## src/rtl/rrat_multi.sv

```systemverilog
// Retirement register alias table: committed arch-to-phys map, up to COMMIT_WIDTH in-order commits per cycle.
// Optional build macro RRAT_COMMIT_CNT_EN adds a registered 32-bit commit counter (commit_cnt).
module rrat_multi #(
  parameter int PHYS_REG_BITS = 6,
  parameter int NUM_ARCH_REGS = 32,
  parameter int COMMIT_WIDTH  = 2,
  localparam int ARCH_BITS    = $clog2(NUM_ARCH_REGS)
) (
  input  logic                                         clk,
  input  logic                                         rst,
  input  logic [COMMIT_WIDTH-1:0]                      commit_valid,
  input  logic [COMMIT_WIDTH-1:0][ARCH_BITS-1:0]       commit_rd,
  input  logic [COMMIT_WIDTH-1:0][PHYS_REG_BITS-1:0]   commit_pd,
  output logic [COMMIT_WIDTH-1:0]                      free_valid,
  output logic [COMMIT_WIDTH-1:0][PHYS_REG_BITS-1:0]   free_pd,
`ifdef RRAT_COMMIT_CNT_EN
  output logic [31:0]                                  commit_cnt,
`endif
  output logic [NUM_ARCH_REGS-1:0][PHYS_REG_BITS-1:0]  rrat_out
);

  logic [NUM_ARCH_REGS-1:0][PHYS_REG_BITS-1:0] map;
  logic [COMMIT_WIDTH-1:0]                     eff;

  assign rrat_out = map;

  always_comb begin
    eff = '0;
    for (int i = 0; i < COMMIT_WIDTH; i++)
      eff[i] = commit_valid[i] && (commit_rd[i] != '0);
  end

  // An older lane in the same group writing the same rd supersedes the map entry.
  always_comb begin
    logic [PHYS_REG_BITS-1:0] old_pd;
    free_valid = '0;
    free_pd    = '0;
    old_pd     = '0;
    for (int i = 0; i < COMMIT_WIDTH; i++) begin
      if (eff[i]) begin
        old_pd = map[commit_rd[i]];
        for (int j = 0; j < i; j++)
          if (eff[j] && (commit_rd[j] == commit_rd[i]))
            old_pd = commit_pd[j];
        free_pd[i]    = old_pd;
        free_valid[i] = (old_pd != '0);
      end
    end
  end

  // Ascending lane order: the youngest lane's non-blocking write lands last.
  always_ff @(posedge clk) begin
    if (rst) begin
      for (int r = 0; r < NUM_ARCH_REGS; r++)
        map[r] <= PHYS_REG_BITS'(r);
    end else begin
      for (int i = 0; i < COMMIT_WIDTH; i++)
        if (eff[i])
          map[commit_rd[i]] <= commit_pd[i];
    end
  end

`ifdef RRAT_COMMIT_CNT_EN
  // x0 lanes are counted too: this tracks retired register-writing slots.
  always_ff @(posedge clk) begin
    if (rst)
      commit_cnt <= '0;
    else
      commit_cnt <= commit_cnt + 32'($countones(commit_valid));
  end
`endif

`ifndef SYNTHESIS
  always_ff @(posedge clk) begin
    if (!rst) begin
      for (int i = 0; i < COMMIT_WIDTH; i++) begin
        if (eff[i]) begin
          assert (commit_pd[i] != '0);
          for (int j = 0; j < i; j++)
            if (eff[j])
              assert (commit_pd[j] != commit_pd[i]);
        end
      end
    end
  end
`endif

endmodule

```

## config.mk

```make
export PLATFORM = sky130hd
export DESIGN_NAME = rrat_multi
export DESIGN_NICKNAME = d
export VERILOG_FILES = /design/src/rtl/rrat_multi.sv
export SDC_FILE = /design/constraint.sdc
export NUM_CORES = 1
export LEC_CHECK = 0
export ABC_AREA = 0
export CAP_MARGIN = 20
export CORE_MARGIN = 2
export CORE_UTILIZATION = 35
export DETAILED_ROUTE_END_ITERATION = 10
export DONT_BUFFER_PORTS = 1
export GPL_TIMING_DRIVEN = 0
export PLACE_DENSITY = 0.51
export SLEW_MARGIN = 20
export SYNTH_ARGS = -nofsm -noshare
export SYNTH_HDL_FRONTEND = slang
export SYNTH_SLANG_ARGS = --single-unit
```

## constraint.sdc

```tcl
create_clock -name clk -period 2.95 [get_ports clk]
set_input_delay 0.4425 -clock clk [delete_from_list [all_inputs] [get_ports clk]]
set_output_delay 0.4425 -clock clk [all_outputs]
set_load 0.02 [all_outputs]
```

==> impl_metrics.env, run 1 <==
export IMPL_status="finished, violations left"
export IMPL_violations="negative setup slack"
export IMPL_post_route_min_period_ps=3060
export IMPL_io_pins=232
export IMPL_dp_hpwl_um=51400
export IMPL_syn_inst=1413
export IMPL_final_area_um2=14400
export IMPL_max_slew_margin_rel=0.0811
export IMPL_drt_total_wl_um=68900
export IMPL_p_per_area_nw_per_um2=447
export IMPL_fin_crit_sh=1.04
export IMPL_internal_power_mw=4.42
export IMPL_synth_edff_count=0
export IMPL_yosys_area_share_adder=0
export IMPL_fp_dieH_um=193
export IMPL_numPlacedInstances=1874
export IMPL_ant_nets=0
export IMPL_cts_buffers_inserted=17
export IMPL_whs_ps=132
export IMPL_async_reset_ff_frac=0
export IMPL_first_pass_iters=5
export IMPL_dpl_instance_area_um2=13100
export IMPL_critical_path_startpoint="rrat_out[5]$_SDFF_PP0_"
export IMPL_clock_latency_ps=470
export IMPL_clk_pin_slew_ps=70
export IMPL_leakagePower_nw=4.91
export IMPL_antenna_found_initial=2
export IMPL_synth_seq_cells=192
export IMPL_grt_usage=0.359
export IMPL_crit_fanout=4
export IMPL_vias_per_cell=6.61
export IMPL_comb_power_share=0.167
export IMPL_seqPwrFrac=0.432
export IMPL_drt_initial_drc_count=1512
export IMPL_avgSynthCellArea_um2=8.88
export IMPL_hp_class="input pin to flop"
export IMPL_p_total_mw=6.42
export IMPL_htreeDepth=4
export IMPL_cp_end_kind="primary output"
export IMPL_cap_violations=0
export IMPL_grt_remaining_overflow=0
export IMPL_cts_sinks=192
export IMPL_netlist_area_um2=12600
export IMPL_final_setup_viol_count=3
export IMPL_min_from="commit_pd[9]"
export IMPL_cts_tree="done"
export IMPL_dieArea_um2=37400
export IMPL_drv_slew=0
export IMPL_max_clock_path_buffers=2
export IMPL_ir_worst_vdd_uv=458
export IMPL_stdcell_count=1916
export IMPL_grt_pass1_vias=12100
export IMPL_initial_core_util=0.354
export IMPL_rr_startpoint="rrat_out[122]$_SDFF_PP1_"
export IMPL_synth_compound_area_frac=0.166
export IMPL_grt_pass1_wl_um=95000
export IMPL_ys_types=55
export IMPL_syn_num_nets=1439
export IMPL_nets=1470
export IMPL_synth_top_cell_area_share=0.306
export IMPL_tightest_slew_ps=1380
export IMPL_vias=12700
export IMPL_rsz0062_at_grt="true"
export IMPL_wire_per_inst_um=35.9
export IMPL_startpoint_type="flop"
export IMPL_root_buffer="clkbuf_16"
export IMPL_power_switching_mw=2.00
export IMPL_drive_gt1_frac=0.252
export IMPL_crit_required_ps=2510
export IMPL_synth_area_leaders="dfxtp_1 31%, mux4_2 13%, mux2i_1 12%, nor2_1 5.8%, a211oi_1 4.3%"
export IMPL_synth_xor_area_frac=0.00349
export IMPL_gp_congestion=1.05
export IMPL_synthFlopType="dfxtp_1"
export IMPL_ys_warn_count=0
export IMPL_synth_simple_area_share=0.189
export IMPL_cp_arrival_ps=2620
export IMPL_synthToLayoutAreaGrowth_pct=14.4
export IMPL_drcViolationCount=0
export IMPL_largest_register_ffs=192
export IMPL_path_class="flop to primary output"
export IMPL_fin_skew_ps=0
export IMPL_synth_area_leader_cell="dfxtp_1"
export IMPL_layout_setup_ws_ps=-110
export IMPL_io_buffers=0
export IMPL_core_region_area_um2=35500
export IMPL_row_count=69
export IMPL_antenna_cells=0
export IMPL_clockPowerShare=0.401
export IMPL_fp_dieW_um=193
export IMPL_hold_viol_final=0
export IMPL_fmax_mhz=327
export IMPL_synth_top_family_by_area="multiplexers"
export IMPL_p_sw_frac=0.312
export IMPL_grt_start_max_net_pins=17
export IMPL_ys_seq_area_frac=0.306
export IMPL_synth_area_mux_share=0.278
[through the flow]
stage	TNS, ps	util	setup slack, ps
final	-248	0.405	-110
after global routing	-254	0.405	-123
after CTS	-257	0.396	-103
after detailed placement	-7780	0.370	-646
after global placement	-7700	0.370	-609
after floorplan	0	-	263
[cell families (layout without fill, tap and decap cells)]
logic type,after synthesis,after routing
AOI/OAI and AO/OA,317,317
xor gates and xnor gates,5,5
buffers and inverters,156,198
DFF,192,192
muxes,244,244
and+or+nand+nor,499,499
[power groups by stage]
stage	Combinational, mW	Clock [mW]	Sequential [mW]
global route	1.09	2.66	2.77
finish	1.07	2.57	2.77
detailed placement	0.940	0	2.83
floorplan	0.577	0	2.79
global placement	0.940	0	2.83
CTS	0.987	2.58	2.77
[critical path, stage by stage, from the launching register on]
cell	delay, ps
dfxtp_1	420
mux4_2	500
o21ai_0	300
a21oi_1	130
o32ai_2	250
buf_4	170
and4_1	240
a31oi_4	130
[synth_stat cells (5+ instances only)]
library cell / count
a311oi_1: 34
a31oi_1: 9
a221oi_1: 8
o21ai_0: 89
dfxtp_1: 192
o2111ai_1: 7
or2_2: 54
buf_1: 5
mux4_2: 73
a22oi_1: 16
nand2b_1: 30
mux2i_1: 152
a21oi_1: 65
a211oi_1: 72
mux4_1: 7
nand2_1: 107
nor2_2: 11
buf_6: 7
mux2_2: 12
nor2_1: 194
inv_1: 5
buf_4: 6
buf_2: 38
nand3_1: 39
nor2b_1: 27
clkbuf_1: 93
[repair_timing]
action	CTS	global route
hold buffers	0	0
cloned	0	0
setup endpoints to repair	14	14
pin swaps	5	10
gates resized for setup	90	78
buffers inserted	3	9
[area by class of cell]
type,count,area [µm²]
clock buffers,22,494
fillers,3531,21100
flip-flops and latches,192,3920
inverters,5,22.5
well taps,461,577
multi-input cells,1065,8280
plain buffers,151,851
clock inverters,8,128
repair buffers,12,90.1
[path summary, 6_finish.rpt]
path / to / slack, ps / cells after the start
worst max-delay path: free_valid[1] / -110 / 7
worst min-delay path: rrat_out[93]$_SDFF_PP1_ / 130 / 2
worst max register to register: rrat_out[122]$_SDFF_PP1_ / 1760 / 3
worst min register to register: rrat_out[3]$_SDFF_PP0_ / 580 / 1
[routing by layer]
layer | up-vias | track usage | wire length (µm)
met5 | - | 0 | 20
met1 | 6319 | 0.446 | 26300
met2 | 893 | 0.534 | 29500
met3 | 217 | 0.127 | 8390
li1 | 5234 | - | -
met4 | 2 | 0.216 | 4620
[layout by cell type (no fill, tap or decap), drive strengths merged, types with 4 or more instances in the layout]
cell,count
nor3,5
or3,4
nor2b,27
a221oi,10
a211oi,72
nand2b,30
nor2,207
nand3b,4
o22ai,4
mux2,12
mux4,80
mux2i,152
nand3,40
dfxtp,192
o2111ai,7
buf,70
and2,5
a31oi,9
clkbuf,115
a21oi,65
a311oi,34
inv,5
o21ai,90
or2,58
nand2,110
a22oi,16
Note: power is estimated with default switching activity, not from simulation.
==> inputs of run 2 (changes only) <==
==> constraint.sdc (replaced) <==
create_clock -name clk -period 3.1 [get_ports clk]
set_input_delay 0.465 -clock clk [delete_from_list [all_inputs] [get_ports clk]]
set_output_delay 0.465 -clock clk [all_outputs]
set_load 0.02 [all_outputs]
==> run 2 against run 1 <==
Against the previous run:
- setup slack gained 57 ps
- clock-buffer cell count is the same
- highest routed layer unchanged
- critical path type is now input pin to primary output
- critical endpoint unchanged
- final area shrank 1.4%
- sequential power shrank 5%
- the flow still finishes with violations (negative setup slack)
==> impl_metrics.env, run 2 (same netlist as run 1, synthesis figures left out) <==
export IMPL_cap_violations=0
export IMPL_final_setup_viol_count=4
export IMPL_io_pins=232
export IMPL_hp_class="input pin to flop"
export IMPL_violations="negative setup slack"
export IMPL_io_buffers=0
export IMPL_drive_gt1_frac=0.224
export IMPL_dp_hpwl_um=51400
export IMPL_mostFrequentLayoutCells="190 x nor2_1, 163 x dfxtp_1, 147 x mux2i_1"
export IMPL_leakagePower_nw=4.87
export IMPL_antenna_cells=0
export IMPL_clk_pin_slew_ps=70
export IMPL_drt_total_wl_um=68900
export IMPL_status="finished, violations left"
export IMPL_first_pass_iters=5
export IMPL_ir_worst_vdd_uv=419
export IMPL_dpl_instance_area_um2=13100
export IMPL_grt_pass1_wl_um=95000
export IMPL_crit_required_ps=2630
export IMPL_path_class="input pin to primary output"
export IMPL_nets=1469
export IMPL_root_buffer="clkbuf_16"
export IMPL_max_slew_margin_rel=0.123
export IMPL_wire_per_inst_um=36.0
export IMPL_ant_nets=0
export IMPL_drt_initial_drc_count=1574
export IMPL_grt_pass1_vias=12000
export IMPL_initial_core_util=0.354
export IMPL_crit_fanout=10
export IMPL_grt_start_max_net_pins=17
export IMPL_drv_slew=0
export IMPL_vias_per_cell=6.60
export IMPL_grt_remaining_overflow=0
export IMPL_synthToLayoutAreaGrowth_pct=12.8
export IMPL_antenna_found_initial=2
export IMPL_hold_viol_final=0
export IMPL_largest_register_ffs=192
export IMPL_layout_commonest_cell="nor2_1"
export IMPL_rsz0062_at_grt="true"
export IMPL_fin_crit_sh=1.02
export IMPL_post_route_min_period_ps=3150
export IMPL_core_region_area_um2=35500
export IMPL_cp_arrival_ps=2690
export IMPL_drcViolationCount=0
export IMPL_nFillCells=3564
export IMPL_dieArea_um2=37400
export IMPL_cts_hold_buf=0
export IMPL_vias=12600
export IMPL_cts_buffers_inserted=17
export IMPL_max_clock_path_buffers=2
export IMPL_fmax_mhz=317
export IMPL_htreeDepth=4
export IMPL_startpoint_type="input pin"
export IMPL_row_count=69
export IMPL_setup_tns_ps=-93.2
export IMPL_fp_dieW_um=193
export IMPL_tightest_slew_ps=1320
export IMPL_final_area_um2=14200
export IMPL_p_per_area_nw_per_um2=430
export IMPL_clock_latency_ps=470
export IMPL_cts_sinks=192
export IMPL_cp_end_kind="primary output"
export IMPL_fp_dieH_um=193
export IMPL_fin_skew_ps=0
export IMPL_gp_congestion=1.05
export IMPL_layout_setup_ws_ps=-53.4
export IMPL_cts_tree="done"
export IMPL_grt_usage=0.359
run 2: changes by cell type in the layout (fill, tap and decap cells not counted), moves of 3 or more:
cell | before | now
dfxtp_4 | 6 | 0
o2111ai_1 | 1 | 4
a21oi_4 | 3 | 0
a22oi_2 | 7 | 3
buf_8 | 5 | 2
nor2b_1 | 22 | 25
dfxtp_2 | 45 | 29
a22oi_1 | 9 | 13
dfxtp_1 | 141 | 163
run 2: repair_timing:
| item | CTS | global route |
|---|---|---|
| setup endpoints to repair | 13 | 9 |
| gates resized for setup | 73 | 33 |
| buffers inserted | 3 | 8 |
| pin swaps | 4 | 2 |
run 2: worst max-delay path, cell delays in order:
cell and delay, ps:
buf_2 270, buf_4 310, buf_6 240, mux4_2 340, nand2_1 180, o21ai_0 130, nor4_1 300, a21o_1 280
a31oi_4 160
run 2: worst paths after layout:
path	cells after the start	from	end	slack (ps)
min reg2reg	2	rrat_out[144]$_SDFF_PP0_	rrat_out[144]$_SDFF_PP0_	610
max	9	commit_rd[6]	free_valid[1]	-50
max reg2reg	3	rrat_out[122]$_SDFF_PP1_	rrat_out[122]$_SDFF_PP1_	1910
min	2	commit_pd[9]	rrat_out[93]$_SDFF_PP1_	160
run 2: layout make-up:
class                      instances  area, µm²  area share
clock buffer                      22        494      0.0349
clock inverter                     8        128     0.00902
multi-input combinational       1065       8150       0.576
inverter                           5       22.5     0.00159
timing repair buffer              11       82.6     0.00583
tap                              461        577      0.0407
sequential                       192       3880       0.274
buffer                           151        823      0.0582
run 2: per-stage QoR:
stage	worst slack, ps	hold WS [ps]	power [mW]	instances	util
after detailed placement	-541	614	3.59	1874	0.370
after global placement	-504	610	3.59	1874	0.370
final	-53.4	156	6.09	1915	0.399
after floorplan	368	565	3.20	1413	-
after CTS	4.86	145	6.03	1907	0.394
after global routing	-36.8	169	6.19	1915	0.399
run 2: per-layer routing:
| metal | wire length [µm] | GRT usage |
|---|---|---|
| met2 | 29800 | 0.541 |
| met4 | 4260 | 0.202 |
| met3 | 8750 | 0.130 |
| met5 | 13 | 0 |
| met1 | 26100 | 0.443 |
run 2: where the power goes:
group	total, mW	internal, mW	leakage [nW]	switching, mW
Clock	2.45	1.37	0.301	1.08
Combinational	0.993	0.313	3.01	0.680
Sequential	2.64	2.51	1.55	0.133
